--- config.mk ---
export PLATFORM = sky130hd
export DESIGN_NAME = pri_enc_req_queue_flat
export DESIGN_NICKNAME = d
export VERILOG_FILES = /design/src/rtl/pri_enc_req_queue_pkg.sv /design/src/rtl/pri_enc_req_queue_if.sv /design/src/rtl/pri_enc_req_queue_enc.sv /design/src/rtl/pri_enc_req_queue.sv /design/src/flat_wrapper.sv
export SDC_FILE = /design/constraint.sdc
export NUM_CORES = 1
export LEC_CHECK = 0
export CORE_MARGIN = 5
export CORE_UTILIZATION = 51
export CTS_CLUSTER_SIZE = 10
export DETAILED_ROUTE_END_ITERATION = 16
export HOLD_SLACK_MARGIN = 0.1
export PLACE_DENSITY_LB_ADDON = 0.25
export SYNTH_ARGS = -nofsm -noshare
export SYNTH_HDL_FRONTEND = slang
export SYNTH_SLANG_ARGS = --single-unit
--- constraint.sdc ---
create_clock -name clk -period 3.3 [get_ports clk]
set_input_delay 0.66 -clock clk [delete_from_list [all_inputs] [get_ports clk]]
set_output_delay 0.66 -clock clk [all_outputs]
set_load 0.01 [all_outputs]
--- src/rtl/pri_enc_req_queue_pkg.sv ---
// Shared types and helpers for the pri_enc_req_queue priority encoder front end.
// N is limited to MAX_N lines by the onehot helper.
package pri_enc_pkg;

    localparam int unsigned MAX_N = 256;

    typedef enum logic {
        EDGE_LEVEL = 1'b0,
        EDGE_RISE  = 1'b1
    } edge_mode_e;

    // Width of an index into n lines; a single line still needs one bit.
    function automatic int unsigned idx_w(input int unsigned n);
        return (n > 1) ? $clog2(n) : 1;
    endfunction

    // One-hot vector with bit idx set; empty when idx is out of range.
    function automatic logic [MAX_N-1:0] onehot(input int unsigned idx, input int unsigned n);
        logic [MAX_N-1:0] r;
        r = '0;
        if (idx < n && idx < MAX_N) begin
            r = MAX_N'(1) << idx;
        end
        return r;
    endfunction

endpackage

--- src/rtl/pri_enc_req_queue_if.sv ---
// Request/serve bus of pri_enc_req_queue. The mask line exists only when PRI_ENC_MASK_EN is defined.
interface pri_enc_req_queue_if #(
    parameter int unsigned N = 8
);
    import pri_enc_pkg::*;

    localparam int unsigned W = idx_w(N);

    logic [N-1:0] req;
    logic         out_valid;
    logic         out_ready;
    logic [W-1:0] out_idx;
    logic         any_pending;
`ifdef PRI_ENC_MASK_EN
    logic [N-1:0] mask;
`endif

    modport master (
        output req,
        output out_ready,
`ifdef PRI_ENC_MASK_EN
        output mask,
`endif
        input  out_valid,
        input  out_idx,
        input  any_pending
    );

    modport slave (
        input  req,
        input  out_ready,
`ifdef PRI_ENC_MASK_EN
        input  mask,
`endif
        output out_valid,
        output out_idx,
        output any_pending
    );

endinterface

--- src/rtl/pri_enc_req_queue_enc.sv ---
// Combinational highest-index-wins encoder over an N-bit vector.
module pri_enc_n
    import pri_enc_pkg::*;
#(
    parameter int unsigned N = 8,
    localparam int unsigned W = idx_w(N)
) (
    input  logic [N-1:0] vec_i,
    output logic [W-1:0] idx_o,
    output logic         hit_o
);

    // Ascending scan: later (higher) hits overwrite earlier ones.
    always_comb begin
        idx_o = '0;
        hit_o = 1'b0;
        for (int i = 0; i < int'(N); i++) begin
            if (vec_i[i]) begin
                idx_o = W'(i);
                hit_o = 1'b1;
            end
        end
    end

endmodule

--- src/rtl/pri_enc_req_queue.sv ---
// Sticky-pending priority encoder serving one request index per accept, highest index first.
// Optional per-line eligibility mask under PRI_ENC_MASK_EN.
module pri_enc_req_queue
    import pri_enc_pkg::*;
#(
    parameter int unsigned N    = 8,
    parameter int unsigned EDGE = 0
) (
    input  logic                 clk,
    input  logic                 rst,
    pri_enc_req_queue_if.slave   bus
);

    localparam int unsigned W = idx_w(N);

    logic [N-1:0] pending_q, pending_d;
    logic [N-1:0] req_d_q;
    logic         out_valid_q, out_valid_d;
    logic [W-1:0] out_idx_q, out_idx_d;
    logic         any_pending_q, any_pending_d;

    logic [N-1:0] set_c;
    logic [N-1:0] clr_c;
    logic [N-1:0] elig_c;
    logic         accept_c;
    logic         load_c;
    logic [W-1:0] enc_idx_c;
    logic         enc_hit_c;

    assign accept_c = out_valid_q && bus.out_ready;
    assign load_c   = !out_valid_q || accept_c;

    // Set beats clear on the same bit, so a held level request re-pends as it is accepted.
    always_comb begin
        set_c = (EDGE == int'(EDGE_RISE)) ? (bus.req & ~req_d_q) : bus.req;
        clr_c = accept_c ? N'(onehot(int'(out_idx_q), N)) : '0;
        pending_d = (pending_q & ~clr_c) | set_c;
`ifdef PRI_ENC_MASK_EN
        elig_c = pending_d & ~bus.mask;
`else
        elig_c = pending_d;
`endif
    end

    pri_enc_n #(.N(N)) u_enc (
        .vec_i (elig_c),
        .idx_o (enc_idx_c),
        .hit_o (enc_hit_c)
    );

    // A presented index holds until accepted; no pre-emption by newer requests.
    always_comb begin
        out_valid_d   = out_valid_q;
        out_idx_d     = out_idx_q;
        any_pending_d = |elig_c;
        if (load_c) begin
            out_valid_d = enc_hit_c;
            out_idx_d   = enc_hit_c ? enc_idx_c : '0;
        end
    end

    always_ff @(posedge clk or posedge rst) begin
        if (rst) begin
            pending_q     <= '0;
            req_d_q       <= '0;
            out_valid_q   <= 1'b0;
            out_idx_q     <= '0;
            any_pending_q <= 1'b0;
        end else begin
            pending_q     <= pending_d;
            req_d_q       <= bus.req;
            out_valid_q   <= out_valid_d;
            out_idx_q     <= out_idx_d;
            any_pending_q <= any_pending_d;
        end
    end

    assign bus.out_valid   = out_valid_q;
    assign bus.out_idx     = out_idx_q;
    assign bus.any_pending = any_pending_q;

endmodule
--- src/flat_wrapper.sv ---
// flat-port wrapper written by rule: the top's interface ports become plain ports
module pri_enc_req_queue_flat import pri_enc_pkg::*;
#(
    parameter int unsigned N    = 8,
    parameter int unsigned EDGE = 0
)
  (clk, rst, bus_req, bus_out_ready, bus_out_valid, bus_out_idx, bus_any_pending);
  pri_enc_req_queue_if #(.N(N)) bus_i ();
  input  logic clk;
  input  logic rst;
  input wire logic [$bits(bus_i.req)-1:0] bus_req;
  input wire logic [$bits(bus_i.out_ready)-1:0] bus_out_ready;
  output wire logic [$bits(bus_i.out_valid)-1:0] bus_out_valid;
  output wire logic [$bits(bus_i.out_idx)-1:0] bus_out_idx;
  output wire logic [$bits(bus_i.any_pending)-1:0] bus_any_pending;
  assign bus_i.req = bus_req;
  assign bus_i.out_ready = bus_out_ready;
  assign bus_out_valid = bus_i.out_valid;
  assign bus_out_idx = bus_i.out_idx;
  assign bus_any_pending = bus_i.any_pending;
  pri_enc_req_queue #(.N(N), .EDGE(EDGE)) u_core (.clk(clk), .rst(rst), .bus(bus_i));
endmodule
Word-level counts from Yosys, hierarchy flattened
Cells that the tools add are included.
W data, S select, Z words.
{ "word_totals": {"out_inout_bits": 5, "ff_bits": 13, "in_bits": 11, "wordCells": 29} }
{ "op_classes": {"mux": 17, "shift": 1, "bitwise": 3, "n_reduce_logical": 4} }
{ "ops": {"columns": ["op", "n"], "rows": [
  ["$mux W3", 7],
  ["$mux W1", 9],
  ["$and A8 B8 Y8", 1],
  ["$mux W8", 1],
  ["$not A8 Y8", 1],
  ["$or A8 B8 Y8", 1],
  ["$reduce_or A8 Y1", 1],
  ["$shl A1 B3 Y8 const A", 1],
  ["$logic_and A1 B1 Y1", 1],
  ["$logic_not A1 Y1", 1],
  ["$logic_or A1 B1 Y1", 1]
]} }

Depth between registers and ports, before layout
Gate-level depths: netlist of the first run.
{ "logic_depth": {"depth_word": 14, "ltp_mapped": 6, "ltp_nobuf": 5} }

Modules after synthesis
Synthesis of the first run repeated with hierarchy kept, for this count alone.
{ "hier_totals": {"hier_cells": 68, "area_unflattened_um2": 613.1} }
{ "by_module_without_submodules": {"columns": ["module", "cells_each", "n_inst", "area_each_um2", "seq_area_each_um2"], "rows": [
  ["pri_enc_req_queue", 56, 1, 555.5, 325.3],
  ["pri_enc_n", 12, 1, 57.6, 0.0]
]} }

Least setup slack after synthesis of the first run
OpenSTA, ideal clock, no wires.
{ "synth_timing": {"path_type": "input port to flip-flop", "from": "input port bus_out_ready", "to": "register u_core.out_idx_q[0], in the netlist u_core.bus.out_idx[0]", "cell_stages": 5, "n_path_buf": 0, "slack_ns": 1.570, "setup_time_ns": 0.125, "t_arrival_ns": 1.605, "required_ns": 3.175, "cell_sequence": "and4b_4 a21bo_1 a311oi_1 o311ai_1 mux2_2"} }
{ "synth_between": {"elab_chain_cells": 14, "elab_cells_between_ends": 22, "cone_classes": "17 x mux; 3 x bitwise; 2 x reduce/logical"} }
{ "synth_lines": {"columns": ["item", "line", "source"], "rows": [
  ["start, declared", "flat_wrapper.sv:12", "input wire logic [$bits(bus_i.out_ready)-1:0] bus_out_ready;"],
  ["$logic_and A1 B1 Y1 *", "pri_enc_req_queue.sv:30", "assign accept_c = out_valid_q && bus.out_ready;"],
  ["$mux W8", "pri_enc_req_queue.sv:36", "clr_c = accept_c ? N'(onehot(int'(out_idx_q), N)) : '0;"],
  ["$not A8 Y8", "pri_enc_req_queue.sv:37", "pending_d = (pending_q & ~clr_c) | set_c;"],
  ["$and A8 B8 Y8", "pri_enc_req_queue.sv:37", null],
  ["$or A8 B8 Y8", "pri_enc_req_queue.sv:37", null],
  ["$mux W1 (8 in series)", "pri_enc_req_queue_enc.sv:18", "if (vec_i[i]) begin"],
  ["$mux W3", "pri_enc_req_queue.sv:58", "out_idx_d = enc_hit_c ? enc_idx_c : '0;"],
  ["end signal, assigned", "pri_enc_req_queue.sv:73", "out_idx_q <= out_idx_d;"],
  ["end, declared", "pri_enc_req_queue.sv:19", "logic [W-1:0] out_idx_q, out_idx_d;"]
]} }
Mark *: on every way between the ends. The rest lies on a longest branch, timed or not.
A chain may end at the register's enable or synchronous reset.

Final worst setup path of the first run
{ "layout_timing": {"from": "input port bus_out_ready", "to": "register u_core.out_idx_q[0], in the netlist u_core.bus.out_idx[0]"} }
{ "layout_between": {"elab_cells_between_ends": 22, "cone_classes": "17 x mux; 3 x bitwise; 2 x reduce/logical"} }
{ "layout_rtl": {"columns": ["item", "line", "source"], "rows": [
  ["$logic_and A1 B1 Y1 *", "pri_enc_req_queue.sv:30", null],
  ["$mux W8 *", "pri_enc_req_queue.sv:36", null],
  ["$not A8 Y8 *", "pri_enc_req_queue.sv:37", null],
  ["$and A8 B8 Y8 *", "pri_enc_req_queue.sv:37", null],
  ["$or A8 B8 Y8 *", "pri_enc_req_queue.sv:37", null],
  ["via u_core.elig_c[1]", "pri_enc_req_queue.sv:24", "logic [N-1:0] elig_c;"],
  ["$mux W1", "pri_enc_req_queue_enc.sv:18", null],
  ["$mux W3 / $mux W1 (equally long branches) (6 in series)", "pri_enc_req_queue_enc.sv:18", null],
  ["$mux W3 *", "pri_enc_req_queue.sv:58", null]
]} }
The timed path passes the listed nets; every way through them passes the cells marked *.

==> impl_metrics.json, run 1 <==
{
  "status": "completed",
  "synth_seq_area_share_pct": 45.6,
  "capturing_element_type_of_the_critical_path": "flip-flop",
  "placed_cells": 98,
  "tritoncts": "built",
  "port_buffers": 15,
  "grt_first_pass_wirelength_mm": 2.60,
  "mappedNetlistArea_sq_um": 713,
  "maxClockFrequency_mhz": 464,
  "layout-drive-gt1-share_pct": 14.9,
  "ios": 16,
  "synth_largest_type_area_fraction_pct": 45.6,
  "setup_tns_ns": 0,
  "ys_types": 30,
  "route.antenna.remaining_nets": 0,
  "nets_final": 99,
  "clock_power_share_pct": 30.5,
  "yosysWarnings": 0,
  "grt-ovfl-total": 0,
  "detailedRoute.firstPassIterationCount": 4,
  "tritoncts_num_sinks": 13,
  "antenna_diode_count": 0,
  "pwr-share-comb_pct": 15.1,
  "leakagePower_uw": 0.000311,
  "finalMaxSlewViolations": 0,
  "cellInternalPower_uw": 236,
  "power.density_nw_per_um2": 357,
  "cts.path.max_buffers": 2,
  "rsz0062_at_grt": "no",
  "via_count": 604,
  "floorplan.core_area_sq_um": 1320,
  "h-tree-depth": 1,
  "floorplan.initialDensity_pct": 54.1,
  "switching_share_pct": 26.1,
  "fp.dieW_um": 47.4,
  "routabilityCongestion": 0.812,
  "grt_antenna_before_repair": 0,
  "clk_pin_slew_worst_paths_ns": 0.08,
  "holdBufCountCts": 0,
  "critPathArrivalTime_ns": 2.32,
  "synth_top_cells_by_area": "sky130_fd_sc_hd__dfrtp_1 46%, sky130_fd_sc_hd__nor4_1 4.4%, sky130_fd_sc_hd__inv_1 3.2%",
  "cts_root_buffer": "sky130_fd_sc_hd__clkbuf_4",
  "height_of_the_chip_um": 47.4,
  "iteration_0_drc_count_of_the_detailed_router": 5,
  "wire_length_reported_by_the_detailed_router_mm": 1.57,
  "grt_pass1_vias": 594,
  "number_of_buffers_created_by_cts": 3,
  "syn_nets": 80,
  "synth-main-ff-cell": "sky130_fd_sc_hd__dfrtp_1",
  "post_route_insts_no_fill": 102,
  "routed_via_density": 5.92,
  "synth_edf_count": 0,
  "gr-usage-met2_pct": 29.7,
  "critPathMaxFanout": 5,
  "timing.critical_path.from_type": "primary input",
  "cts_post_setup_buffers_inserted": 0,
  "slew_headroom_pct": 66.9,
  "dieArea_sq_um": 2250,
  "syn_inst": 69,
  "post-synth-top-area-cell": "sky130_fd_sc_hd__dfrtp_1",
  "power.share.sequential_pct": 54.4,
  "worst_slew_pin_slew_ns": 0.496,
  "min_period_ns": 2.15,
  "global_route.peak_usage_layer": "met2",
  "groute.layer.met1.usage_pct": 19.3,
  "fin_crit_sh_pct": 65.2,
  "timing.max_cap.violations": 0,
  "timing.setup.critical_path_class": "in2reg",
  "finalHoldViolCount": 0,
  "grt_max_degree": 14,
  "net-switching-power_uw": 83.5,
  "report.final.setup_viol": 0,
  "use_met3_pct": 2.68,
  "fp-row-count": 13,
  "postSynthRegisterBits": 13,
  "holdCritPathClass": "reg2reg",
  "clk-insertion-delay-late_ns": 0.27,
  "drc_errors": 0,
  "irDropWorstVdd_v": 0.000227,
  "timing.critical_path.required_ns": 3.46,
  "route.detailed.wl_per_inst_um": 15.4,
  "groute.usage.overall_pct": 16.7,
  "fin_worst_skew_ns": 0.00281,
  "cts-resized-gates": 0,
  "postSynthAreaPerCell_sq_um": 10.3,
  "asyncSetResetFlopFracSynth_pct": 100,
  "area_growth_pct": 25.4
}
==> layer usage <==
metal | wire (um) | vias to the layer above
li1 | - | 299
met1 | 644 | 286
met2 | 820 | 13
met3 | 73 | 6
met4 | 32 | 0
met5 | 0 | -
==> power by group through the flow <==
stage / combinational (uW) / sequential, uW / clock [uW]
6_report: 48.3 / 174 / 97.5
5_1_grt: 52.8 / 175 / 107
4_1_cts: 48.4 / 174 / 99.0
3_5_place_dp: 48.1 / 177 / 0
3_3_place_gp: 47.1 / 176 / 0
2_1_floorplan: 29.5 / 172 / 0
==> metrics by stage <==
stage / total power (uW) / cell area, sq um / hold WS [ns] / setup slack (ns) / util [%]
3_3_place_gp: 224 / 868 / 0.486 / 0.892 / 65.9
4_1_cts: 321 / 895 / 0.519 / 1.15 / 67.9
2_1_floorplan: 202 / 713 / 0.475 / 1.57 / -
3_5_place_dp: 225 / 868 / 0.500 / 0.858 / 65.9
6_report: 320 / 895 / 0.526 / 1.15 / 67.9
5_1_grt: 335 / 895 / 0.579 / 1.07 / 67.9
==> worst max-delay path, stage by stage <==
cell	delay [ns]
sky130_fd_sc_hd__clkdlybuf4s50_1	0.53
sky130_fd_sc_hd__and4bb_2	0.30
sky130_fd_sc_hd__a31oi_2	0.11
sky130_fd_sc_hd__a311oi_1	0.33
sky130_fd_sc_hd__o311ai_1	0.12
sky130_fd_sc_hd__mux2_2	0.27
==> cell usage after synthesis (2+ instances only) <==
cell                       instances
sky130_fd_sc_hd__mux2_2            2
sky130_fd_sc_hd__nor2_1            6
sky130_fd_sc_hd__or2_2             3
sky130_fd_sc_hd__dfrtp_1          13
sky130_fd_sc_hd__a21o_1            2
sky130_fd_sc_hd__inv_1             6
sky130_fd_sc_hd__nor4_1            5
sky130_fd_sc_hd__o211ai_1          2
sky130_fd_sc_hd__a21oi_1           2
sky130_fd_sc_hd__o21ai_0           2
sky130_fd_sc_hd__nand2_1           4
sky130_fd_sc_hd__nand2b_1          2
sky130_fd_sc_hd__a21boi_0          2
sky130_fd_sc_hd__o21a_1            2
==> state kept, by name (all words and copies together) (netlist names) <==
| name | count |
|---|---|
| u_core.bus.any_pending | 1 |
| u_core.bus.out_idx | 3 |
| u_core.bus.out_valid | 1 |
| u_core.pending_q | 8 |
==> final cells by class <==
type | instances | area (sq um)
fillers | 107 | 423
multi-input cells | 49 | 352
flip-flops and latches | 13 | 325
repair buffers | 15 | 150
clock buffers | 4 | 26.3
inverters | 6 | 22.5
well taps | 15 | 18.8
==> cells by family (layout without fill, tap and decap cells) <==
kind of cell	after synthesis	in the layout	share of synthesized area (%)
AO/OA/AOI/OAI	20	20	22.6
buffers and inverters	7	25	5.09
flip-flops	13	13	45.6
multiplexers	3	3	4.56
AND/OR/NAND/NOR	26	26	22.1
==> final timing paths <==
kind	start	to	slack, ns	cells after the start
max	bus_out_ready	u_core.bus.out_idx[0]	1.15	6
min	u_core.pending_q[0]	u_core.pending_q[0]	0.53	1
max reg2reg	u_core.bus.out_idx[0]	u_core.bus.any_pending	1.48	5
min reg2reg	u_core.pending_q[0]	u_core.pending_q[0]	0.53	1
max in group asynchronous	rst	u_core.bus.out_idx[1]	2.26	2
min in group asynchronous	rst	u_core.bus.out_idx[0]	0.70	2
==> placed cells by master, fill, tap and decap left out, drive strengths merged, types with 3 or more instances in the layout <==
cell            n
nor4            5
nand2           4
or2             3
dfrtp          13
inv             6
nor2            6
clkbuf          4
clkdlybuf4s50  15
No activity file was read; power rests on OpenSTA's default activity.
==> run 2, diff against run 1 <==
- CORE_UTILIZATION: 51 -> 47
- clock period: 3.3 -> 2.2 ns (I/O delays scaled with it)
==> impl_metrics.json, run 2 (synthesis results as in run 1) <==
{
  "fp-row-count": 14,
  "ios": 16,
  "finalMaxSlewViolations": 0,
  "timing.max_cap.violations": 0,
  "register_ranked_first_by_flip_flop_count": "u_core.pending_q",
  "h-tree-depth": 1,
  "irDropWorstVdd_v": 0.000320,
  "placed_cells": 100,
  "tritoncts_num_sinks": 13,
  "path_cells": "clkdlybuf4s50_1",
  "area_growth_pct": 26.7,
  "worstSetupPathDepth": 1,
  "timing.setup.critical_path_class": "reg2out",
  "cts_post_setup_buffers_inserted": 0,
  "rsz0062_at_grt": "no",
  "critPathArrivalTime_ns": 1.51,
  "clk_pin_slew_worst_paths_ns": 0.08,
  "cts_root_buffer": "sky130_fd_sc_hd__clkbuf_4",
  "port_buffers": 15,
  "holdBufCountCts": 0,
  "route.antenna.remaining_nets": 0,
  "worst_slew_pin_slew_ns": 0.493,
  "maxClockFrequency_mhz": 512,
  "grt_first_pass_wirelength_mm": 2.82,
  "via_count": 612,
  "report.final.setup_viol": 0,
  "fp.dieW_um": 49.0,
  "grt-ovfl-total": 0,
  "fin_worst_skew_ns": 0.00180,
  "dieArea_sq_um": 2400,
  "fill_cells": 127,
  "iteration_0_drc_count_of_the_detailed_router": 7,
  "finalHoldViolCount": 0,
  "grt_pass1_vias": 627,
  "timing.critical_path.from_type": "flip-flop",
  "dpl.hpwl_mm": 1.22,
  "critPathMaxFanout": 13,
  "wire_length_reported_by_the_detailed_router_mm": 1.57,
  "drc_errors": 0,
  "routabilityCongestion": 0.811,
  "critical_path_buf_inv_count": 1,
  "post_route_insts_no_fill": 104,
  "cts-resized-gates": 0,
  "groute.usage.overall_pct": 15.1,
  "grt_max_degree": 14,
  "holdCritPathClass": "in2async",
  "fin_crit_sh_pct": 88.9,
  "cts.path.max_buffers": 2,
  "final_common_cell": "sky130_fd_sc_hd__clkdlybuf4s50_1",
  "antenna_diode_count": 0,
  "grt_antenna_before_repair": 0,
  "register_area_sq_um": 325,
  "floorplan.core_area_sq_um": 1470,
  "most-common-layout-cells": "15 x sky130_fd_sc_hd__clkdlybuf4s50_1, 13 x sky130_fd_sc_hd__dfrtp_1, 6 x sky130_fd_sc_hd__nor2_1, 6 x sky130_fd_sc_hd__inv_1, 5 x sky130_fd_sc_hd__nor4_1",
  "slew_headroom_pct": 67.1,
  "leakagePower_uw": 0.000317,
  "routed_via_density": 5.88,
  "floorplan.initialDensity_pct": 48.5,
  "clk-insertion-delay-late_ns": 0.28,
  "height_of_the_chip_um": 49.0,
  "timing.critical_path.required_ns": 1.76,
  "power.density_nw_per_um2": 535,
  "tritoncts": "built",
  "route.detailed.wl_per_inst_um": 15.1,
  "capturing_element_type_of_the_critical_path": "primary output",
  "number_of_buffers_created_by_cts": 3,
  "min_period_ns": 1.95,
  "multi_input_comb_area_sq_um": 352,
  "detailedRoute.firstPassIterationCount": 4,
  "slowest_stage": "sky130_fd_sc_hd__clkdlybuf4s50_1",
  "critical-path-top-delay-family": "buffers and inverters",
  "setup_tns_ns": 0,
  "worst_path_largest_cell_delay_ns": 0.62,
  "nets_final": 100,
  "status": "completed",
  "layout-drive-gt1-share_pct": 15.9,
  "largest_reg_flops": 8,
  "ff2ff_path_depth": 5
}
-- run 2: where the power goes --
part,internal (uW),switching [uW]
clock,70.5,80.0
combinational,37.9,33.4
sequential,246,14.9
-- run 2: per-layer routing --
metal	track usage, %	share of wire, %
met1	18.4	44
met2	23.9	48
met3	3.06	5.2
met4	9.42	2.7
met5	0	0
-- run 2: path summary, 6_finish.rpt --
| kind | from | to | slack (ns) |
|---|---|---|---|
| setup / recovery | u_core.bus.out_idx[0] | bus_out_idx[0] | 0.25 |
| hold / removal | rst | u_core.pending_q[7] | 0.47 |
| setup reg to reg | u_core.bus.out_idx[0] | u_core.bus.out_valid | 0.31 |
| hold reg to reg | u_core.pending_q[0] | u_core.pending_q[0] | 0.52 |
| max in group asynchronous | rst | u_core.bus.any_pending | 1.39 |
| min in group clk | u_core.pending_q[0] | u_core.pending_q[0] | 0.52 |
-- run 2: final cells by class --
| class | instances | area share [%] |
|---|---|---|
| tap | 16 | 2.22 |
| sequential | 13 | 36.0 |
| timing repair buffer | 16 | 17.5 |
| inverter | 6 | 2.49 |
| clock buffer | 4 | 2.91 |
| multi-input combinational | 49 | 38.9 |
-- run 2: through the flow --
step | total power (uW) | utilization, % | hold WS [ns] | cell area [sq um] | setup slack (ns)
3_5_place_dp | 337 | 59.6 | 0.494 | 877 | 0.0405
5_1_grt | 512 | 61.4 | 0.523 | 903 | 0.188
6_report | 483 | 61.4 | 0.475 | 903 | 0.245
2_1_floorplan | 303 | - | 0.317 | 713 | 0.609
4_1_cts | 490 | 61.4 | 0.487 | 903 | 0.265
3_3_place_gp | 335 | 59.6 | 0.491 | 877 | 0.0855
==> run 3, diff against run 2 <==
- clock period: 2.2 -> 1.9 ns (I/O delays scaled with it)
==> impl_metrics.json, run 3 (synthesis results as in run 1) <==
{
  "dieArea_sq_um": 2400,
  "cts_post_setup_buffers_inserted": 0,
  "post_route_insts_no_fill": 110,
  "timing.setup.critical_path_class": "in2reg",
  "floorplan.initialDensity_pct": 48.5,
  "pwr-share-comb_pct": 18.8,
  "path_cells": "clkdlybuf4s50_1 -> and4bb_2 -> a31oi_2 -> a311oi_1 -> o311ai_1 -> mux2_2",
  "critPathArrivalTime_ns": 1.96,
  "floorplan.core_area_sq_um": 1470,
  "switching_share_pct": 26.9,
  "holdCritPathClass": "in2async",
  "finalMaxSlewViolations": 0,
  "routabilityCongestion": 0.835,
  "wire_length_reported_by_the_detailed_router_mm": 1.65,
  "critical_path.startpoint": "bus_out_ready",
  "report.power.total_uw": 581,
  "critical_path_buf_inv_count": 1,
  "critical-path-top-delay-family": "buffers and inverters",
  "ff2ff_path_depth": 6,
  "fin_crit_sh_pct": 93.8,
  "groute.usage.overall_pct": 14.8,
  "clk-insertion-delay-late_ns": 0.28,
  "slew_headroom_pct": 66.5,
  "status": "completed",
  "worst_slew_pin_slew_ns": 0.501,
  "largest_reg_flops": 8,
  "route.antenna.remaining_nets": 0,
  "fill_cells": 125,
  "layout-drive-gt1-share_pct": 21.3,
  "routed_via_density": 5.82,
  "power.density_nw_per_um2": 604,
  "capturing_element_type_of_the_critical_path": "flip-flop",
  "grt_max_degree": 14,
  "antenna_diode_count": 0,
  "critical_path.reg2reg.startpoint": "u_core.bus.out_idx[0]",
  "grt_first_pass_wirelength_mm": 2.74,
  "register_ranked_first_by_flip_flop_count": "u_core.pending_q",
  "worstSetupPathDepth": 6,
  "ios": 16,
  "tritoncts": "built",
  "finalHoldViolCount": 0,
  "via_count": 640,
  "fp.dieW_um": 49.0,
  "dpl.hpwl_mm": 1.29,
  "leakagePower_uw": 0.000347,
  "setup.reg_to_reg.worst_slack_ns": 0.19,
  "tritoncts_num_sinks": 13,
  "report.final.setup_viol": 0,
  "grt-ovfl-total": 0,
  "maxClockFrequency_mhz": 561,
  "critPathMaxFanout": 5,
  "cts_root_buffer": "sky130_fd_sc_hd__clkbuf_4",
  "grt_pass1_vias": 617,
  "cts.path.max_buffers": 2,
  "min_period_ns": 1.78,
  "timing.critical_path.from_type": "primary input",
  "height_of_the_chip_um": 49.0,
  "final_common_cell": "sky130_fd_sc_hd__clkdlybuf4s50_1",
  "rsz0062_at_grt": "yes",
  "drc_errors": 0,
  "timing.final.ws_setup_ns": 0.118,
  "route.detailed.wl_per_inst_um": 15.0,
  "irDropWorstVdd_v": 0.000424,
  "fp-row-count": 14,
  "area_growth_pct": 34.7,
  "h-tree-depth": 1,
  "number_of_buffers_created_by_cts": 3,
  "cellInternalPower_uw": 425,
  "timing.max_cap.violations": 0,
  "net-switching-power_uw": 156,
  "port_buffers": 15,
  "placed_cells": 106,
  "clk_pin_slew_worst_paths_ns": 0.09,
  "crit-reg2reg-capture": "u_core.bus.out_idx[1]",
  "most-common-layout-cells": "15 x sky130_fd_sc_hd__clkdlybuf4s50_1, 13 x sky130_fd_sc_hd__dfrtp_1, 7 x sky130_fd_sc_hd__buf_4, 6 x sky130_fd_sc_hd__nor2_1, 6 x sky130_fd_sc_hd__inv_1",
  "power.share.sequential_pct": 50.7,
  "timing.critical_path.required_ns": 2.08,
  "iteration_0_drc_count_of_the_detailed_router": 12,
  "detailedRoute.firstPassIterationCount": 4,
  "grt_antenna_before_repair": 0,
  "preCtsSetupSlack_ns": -0.190,
  "nets_final": 106,
  "fin_worst_skew_ns": 0.00754,
  "worst_path_largest_cell_delay_ns": 0.52,
  "clock_power_share_pct": 30.5,
  "slowest_stage": "sky130_fd_sc_hd__clkdlybuf4s50_1"
}
[run 3: cell types whose count changed in the layout (fill, tap and decap cells not counted)]
cell	previous run	this run
sky130_fd_sc_hd__buf_4	1	7
sky130_fd_sc_hd__a2111oi_2	1	0
sky130_fd_sc_hd__a2111oi_4	0	1
sky130_fd_sc_hd__o21ai_0	2	1
sky130_fd_sc_hd__o21ai_1	0	1
[run 3: routing by layer]
metal / share of wire [%] / global-route usage, %
met5: 0 / 0
met1: 42 / 16.9
met2: 49 / 23.0
met3: 6.5 / 5.50
met4: 2.8 / 9.42
[run 3: area by class of cell]
cell class	count	area (sq um)	share of cell area, %
multi-input cells	49	364	37.9
flip-flops and latches	13	325	33.9
repair buffers	22	203	21.1
clock buffers	4	26.3	2.73
inverters	6	22.5	2.34
well taps	16	20.0	2.08
[run 3: power by group through the flow]
stage	combinational (uW)	sequential [uW]	clock [uW]
final	109	295	177
after global routing	119	296	194
after floorplan	51.2	299	0
after global placement	105	299	0
after detailed placement	106	300	0
after CTS	106	294	180
[run 3: how the worst max path moves through the flow]
stage	slack, ns	to
6_report	0.12	u_core.bus.out_idx[0]
5_1_grt	-0.007	u_core.bus.out_valid
4_1_cts	0.12	u_core.bus.out_idx[0]
3_5_place_dp	-0.19	u_core.bus.out_idx[0]
3_3_place_gp	-0.13	u_core.bus.out_idx[1]
2_1_floorplan	0.31	u_core.bus.out_idx[0]
[run 3: repair_timing]
item | 4_1_cts | 5_1_grt
resized for setup | 0 | 2
endpoints found under the setup margin | 0 | 1
hold buffers | 0 | 0
[run 3: worst register-to-register path, stage by stage, from the launching register on]
cell                      delay [ns]
sky130_fd_sc_hd__dfrtp_1        0.42
sky130_fd_sc_hd__buf_4          0.19
sky130_fd_sc_hd__mux2i_1        0.19
sky130_fd_sc_hd__a21oi_1        0.08
sky130_fd_sc_hd__nor3_1         0.29
sky130_fd_sc_hd__o22ai_1        0.15
sky130_fd_sc_hd__mux2_2         0.28
[run 3: stage by stage]
stage,setup TNS [ns],instance area (sq um),util (%),hold slack (ns)
after floorplan,0,713,-,0.257
final,0,961,65.3,0.413
after global placement,-0.524,922,62.7,0.489
after global routing,-0.00688,961,65.3,0.453
after detailed placement,-0.763,922,62.7,0.500
after CTS,0,948,64.5,0.427
